[src/rtl/hazard_sequencer.sv]
// Pipeline hazard sequencer: load-use stalls, taken-branch flushes and
// data-memory waits with a bounded timeout, plus a saturating stall counter.
module hazard_sequencer #(
  parameter int TIMEOUT = 16
) (
  input  logic        clk,
  input  logic        reset_n,
  input  logic        id_valid,
  input  logic [3:0]  id_rn,
  input  logic [3:0]  id_rm,
  input  logic        id_uses_rm,
  input  logic        ex_valid,
  input  logic        ex_is_load,
  input  logic [3:0]  ex_rd,
  input  logic        branch_taken,
  input  logic        mem_stage_op,
  input  logic        mem_ack,
  output logic        pc_en,
  output logic        ifid_en,
  output logic        ifid_flush,
  output logic        idex_bubble,
  output logic        exmem_en,
  output logic        mem_req,
  output logic        mem_timeout,
  output logic [15:0] stall_count,
  output logic [1:0]  state
);

  typedef enum logic [1:0] {
    RUN      = 2'b00,
    LU_STALL = 2'b01,
    MEM_WAIT = 2'b10,
    FLUSH    = 2'b11
  } state_t;

  localparam logic [7:0] WAIT_LAST = 8'(TIMEOUT - 1);

  state_t      state_q, state_d;
  logic [7:0]  wait_cnt_q, wait_cnt_d;
  logic        mem_timeout_q, mem_timeout_d;
  logic [15:0] stall_count_q, stall_count_d;

  logic hazard;
  logic pc_en_raw, ifid_en_raw, ifid_flush_raw, idex_bubble_raw, exmem_en_raw, mem_req_raw;

  // r15 is never a real destination, so it cannot create a load-use dependency
  assign hazard = ex_valid & ex_is_load & id_valid & (ex_rd != 4'hF) &
                  ((id_rn == ex_rd) | (id_uses_rm & (id_rm == ex_rd)));

  always_comb begin
    state_d         = state_q;
    wait_cnt_d      = wait_cnt_q;
    mem_timeout_d   = mem_timeout_q;
    pc_en_raw       = 1'b0;
    ifid_en_raw     = 1'b0;
    ifid_flush_raw  = 1'b0;
    idex_bubble_raw = 1'b0;
    exmem_en_raw    = 1'b0;
    mem_req_raw     = 1'b0;

    case (state_q)
      RUN, LU_STALL: begin
        if (mem_stage_op) begin
          state_d = MEM_WAIT;
        end else if (state_q == RUN && branch_taken) begin
          pc_en_raw       = 1'b1;
          ifid_en_raw     = 1'b1;
          ifid_flush_raw  = 1'b1;
          idex_bubble_raw = 1'b1;
          exmem_en_raw    = 1'b1;
          state_d         = FLUSH;
        end else if (state_q == LU_STALL || hazard) begin
          // second bubble of a load-use pair is unconditional
          idex_bubble_raw = 1'b1;
          exmem_en_raw    = 1'b1;
          state_d         = (state_q == RUN) ? LU_STALL : RUN;
        end else begin
          pc_en_raw    = 1'b1;
          ifid_en_raw  = 1'b1;
          exmem_en_raw = 1'b1;
        end
      end
      FLUSH: begin
        pc_en_raw      = 1'b1;
        ifid_en_raw    = 1'b1;
        ifid_flush_raw = 1'b1;
        exmem_en_raw   = 1'b1;
        state_d        = RUN;
      end
      MEM_WAIT: begin
        mem_req_raw = 1'b1;
        if (mem_ack || wait_cnt_q == WAIT_LAST) begin
          pc_en_raw    = 1'b1;
          ifid_en_raw  = 1'b1;
          exmem_en_raw = 1'b1;
          wait_cnt_d   = 8'd0;
          state_d      = RUN;
          if (!mem_ack) mem_timeout_d = 1'b1;
        end else begin
          wait_cnt_d = wait_cnt_q + 8'd1;
        end
      end
      default: state_d = RUN;
    endcase

    stall_count_d = stall_count_q;
    if (!pc_en_raw && stall_count_q != 16'hFFFF) stall_count_d = stall_count_q + 16'd1;
  end

  always_ff @(posedge clk) begin
    if (!reset_n) begin
      state_q       <= RUN;
      wait_cnt_q    <= 8'd0;
      mem_timeout_q <= 1'b0;
      stall_count_q <= 16'd0;
    end else begin
      state_q       <= state_d;
      wait_cnt_q    <= wait_cnt_d;
      mem_timeout_q <= mem_timeout_d;
      stall_count_q <= stall_count_d;
    end
  end

  // Reset freezes the pipeline and squashes IF/ID and ID/EX immediately
  assign pc_en       = reset_n & pc_en_raw;
  assign ifid_en     = reset_n & ifid_en_raw;
  assign exmem_en    = reset_n & exmem_en_raw;
  assign mem_req     = reset_n & mem_req_raw;
  assign ifid_flush  = ~reset_n | ifid_flush_raw;
  assign idex_bubble = ~reset_n | idex_bubble_raw;

  assign mem_timeout = mem_timeout_q;
  assign stall_count = stall_count_q;
  assign state       = state_q;

endmodule
[config.mk]
export PLATFORM = sky130hd
export DESIGN_NAME = hazard_sequencer
export DESIGN_NICKNAME = d
export VERILOG_FILES = /design/src/rtl/hazard_sequencer.sv
export SDC_FILE = /design/constraint.sdc
export NUM_CORES = 1
export LEC_CHECK = 0
export ABC_AREA = 1
export CORE_MARGIN = 3
export CORE_UTILIZATION = 48
export DETAILED_ROUTE_END_ITERATION = 6
export PLACE_DENSITY = 0.8
export SLEW_MARGIN = 5
export SYNTH_ARGS = -nofsm -noshare
export SYNTH_HDL_FRONTEND = slang
export SYNTH_SLANG_ARGS = --single-unit
[constraint.sdc]
create_clock -name clk -period 2.3 [get_ports clk]
set_input_delay 0.575 -clock clk [delete_from_list [all_inputs] [get_ports clk]]
set_output_delay 0.575 -clock clk [all_outputs]
set_load 0.1 [all_outputs]
==> results of run 1 <==
==> cell type report <==
class | instances | area, sq um
repair buffers | 60 | 561
fillers | 267 | 846
flip-flops and latches | 27 | 558
well taps | 44 | 55.1
multi-input cells | 195 | 1020
clock buffers | 3 | 22.5
inverters | 37 | 139
clock inverters | 1 | 5.00
==> registers in the layout, summed over array words and instances, names as in the netlist <==
register     cells
mem_timeout      1
state            2
wait_cnt_q       8
stall_count     16
==> layout by cell type, fill, tap and decap left out, types with 3 or more instances in the layout <==
cell type,count
nand2_1,67
nor2_1,42
buf_4,34
inv_1,32
a21oi_1,23
nand3_1,21
dfxtp_1,21
dlygate4sd2_1,12
clkdlybuf4s50_1,8
buf_12,6
inv_2,5
nor2_4,5
nand4_1,5
nand2_2,4
o21ai_0,4
dfxtp_4,4
nor3_1,3
clkbuf_4,3
==> power groups by stage <==
stage,logic (uW),clock network (uW),registers (uW)
final,370,210,490
after global routing,396,226,492
after CTS,368,218,490
after detailed placement,359,0,503
after global placement,355,0,503
after floorplan,193,0,563
==> synth_stat cells (3+ instances only) <==
cell type / n
nand2_1: 70
nor2_1: 45
inv_1: 34
dfxtp_1: 27
a21oi_1: 23
nand3_1: 23
nand4_1: 5
o21ai_0: 4
buf_6: 3
inv_2: 3
nor2_4: 3
nor3_1: 3
==> metal layers <==
metal / vias to the layer above / track usage (%) / share of wire (%)
met5: - / 0 / 0
met4: 0 / 5.96 / 0.84
met3: 4 / 4.96 / 5.1
met2: 39 / 36.8 / 47
met1: 800 / 24.0 / 47
li1: 968 / - / -
==> worst max-delay path, cell delays in order (launching register included) <==
cell,delay [ns]
dfxtp_4,0.39
ha_4,0.14
nand2_4,0.06
nor2_4,0.10
inv_2,0.06
o21ai_4,0.15
nor2_4,0.06
a21oi_4,0.17
nand2_4,0.08
nor2_4,0.15
buf_12,0.19
==> final timing paths <==
kind                      start             end  slack, ns  cells after the start
setup / recovery  wait_cnt_q[0]         ifid_en      -0.14                     10
hold / removal    wait_cnt_q[6]   wait_cnt_q[6]       0.48                      2
setup reg to reg  wait_cnt_q[0]  stall_count[4]       0.42                     14
hold reg to reg   wait_cnt_q[6]   wait_cnt_q[6]       0.48                      2
==> repair_timing <==
action,CTS,global route
cloned,0,0
endpoints found under the setup margin,4,5
pin swaps,3,2
setup buffers,6,3
gates resized for setup,21,4
==> cell families after synthesis <==
| logic type | after synthesis | synth area share (%) |
|---|---|---|
| buf+inv | 44 | 11.5 |
| xor+xnor | 2 | 1.04 |
| flops | 27 | 32.1 |
| fa+ha+maj | 2 | 1.49 |
| compound gates | 36 | 13.4 |
| simple gates | 155 | 40.4 |
==> per-stage QoR <==
stage / TNS [ns] / setup slack [ns] / instance area [sq um] / std cells
floorplan: -0.587 / -0.332 / 1740 / 266
global placement: -2.38 / -0.331 / 2240 / 354
detailed placement: -3.04 / -0.335 / 2240 / 354
CTS: -0.517 / -0.145 / 2320 / 364
global route: -0.920 / -0.248 / 2360 / 367
finish: -0.499 / -0.142 / 2360 / 367
==> results.yml, run 1 <==
sta:
  min_period_ns: 2.44
  final_max_slew_viol_count: 0
  slew_headroom_pct: 80.9
  hold_ws_ns: 0.479
  hold_viol: 0
  finalSetupViolCount: 4
  max_clock_freq_mhz: 409
  rsz0062_at_grt: "true"
  fin_ws_ns: -0.142
  fin_skew_ns: 0.00315
  layout_worst_path_cycle_share_pct: 106
  tightest_slew_ns: 0.287
logic_synthesis:
  synthDominantCellAreaShare_pct: 32.1
  synth_flop_cell: "dfxtp_1"
  synth.distinct_cells: 28
  synth_area_sq_um: 1680
  synth_nets: 289
  synth.avg_cell_area_sq_um: 6.32
  synth-edff-count: 0
  syn-instance-count: 266
  yosysTopAreaCell: "dfxtp_1"
  synthTopCellsByArea: "dfxtp_1, nand2_1, nor2_1"
  yosysSeqAreaShare_pct: 32.1
  synth_seq_cells: 27
  ys_warn_count: 0
  async_reset_ff_share_pct: 0
run_status:
  violations: "setup timing"
  outcome: "complete, but fails checks"
finish:
  final_nets: 347
  area_growth_pct: 40.2
  antenna_cells: 0
  layout-drive-gt1-share_pct: 24.1
  utilization_pct: 73.6
placement:
  dp_hpwl_mm: 2.99
  port_buffers: 45
  place_congestion: 0.793
clock_network:
  clock-root-buffer: "clkbuf_4"
  clock_latency_ns: 0.33
  hold_buffers: 0
  cts_buffers: 3
  cts_max_path_buffers: 2
  htreeDepth: 1
  path_clk_slew_ns: 0.15
  cts_tree: "done"
  cts_sinks: 27
die:
  dieHeight_um: 65.2
  start_util_pct: 52.5
  die_x_um: 65.2
  core_sq_um: 3200
  io-pin-count: 46
  dieArea_sq_um: 4250
  rows: 20
power_and_ir_drop:
  p_comb_share_pct: 34.6
  vdd.ir_drop.worst_v: 0.000414
  switching_share_pct: 37.3
  p_leak_uw: 0.00108
  seqPwrFrac_pct: 45.8
  power.share.clock_pct: 19.6
  switchingPower_uw: 400
  power.internal_uw: 671
  p_per_area_nw_per_um2: 454
  power.total_uw: 1070
global_route:
  grt_pass1_vias: 1694
  grt_max_degree: 31
  antenna_found_initial: 0
  track_usage_pct: 20.5
  gr-total-overflow: 0
  grt_pass1_wl_mm: 7.01
drt:
  ant_nets: 0
  drc: 0
  drt_wl_total_mm: 4.03
  wl_per_cell_um: 11.0
  vias: 1811
  vias_per_cell: 4.93
  drt_iter0_markers: 84
  drt_pass1_iterations: 4
worst_setup_path:
  required_ns: 1.73
  arrival_ns: 1.87
  cp_max_fo: 3
  startpoint_type: "register"
  worst_setup_path_end_kind: "output pin"
  critPathKind: "register to output pin"
hold_path:
  hold_class: "register to register"
flow_run:
  drv_cap: 0
No activity file was read; power rests on OpenSTA's default activity.
==> run 2: changes to the inputs <==
--- a/config.mk
+++ b/config.mk
@@ -9,6 +9,7 @@
 export CORE_MARGIN = 3
 export CORE_UTILIZATION = 48
 export DETAILED_ROUTE_END_ITERATION = 6
+export GPL_ROUTABILITY_DRIVEN = 1
 export PLACE_DENSITY = 0.8
 export SLEW_MARGIN = 5
 export SYNTH_ARGS = -nofsm -noshare
==> results of run 2 <==
No change in the layout: final DEF, timing and power equal those of run 1.
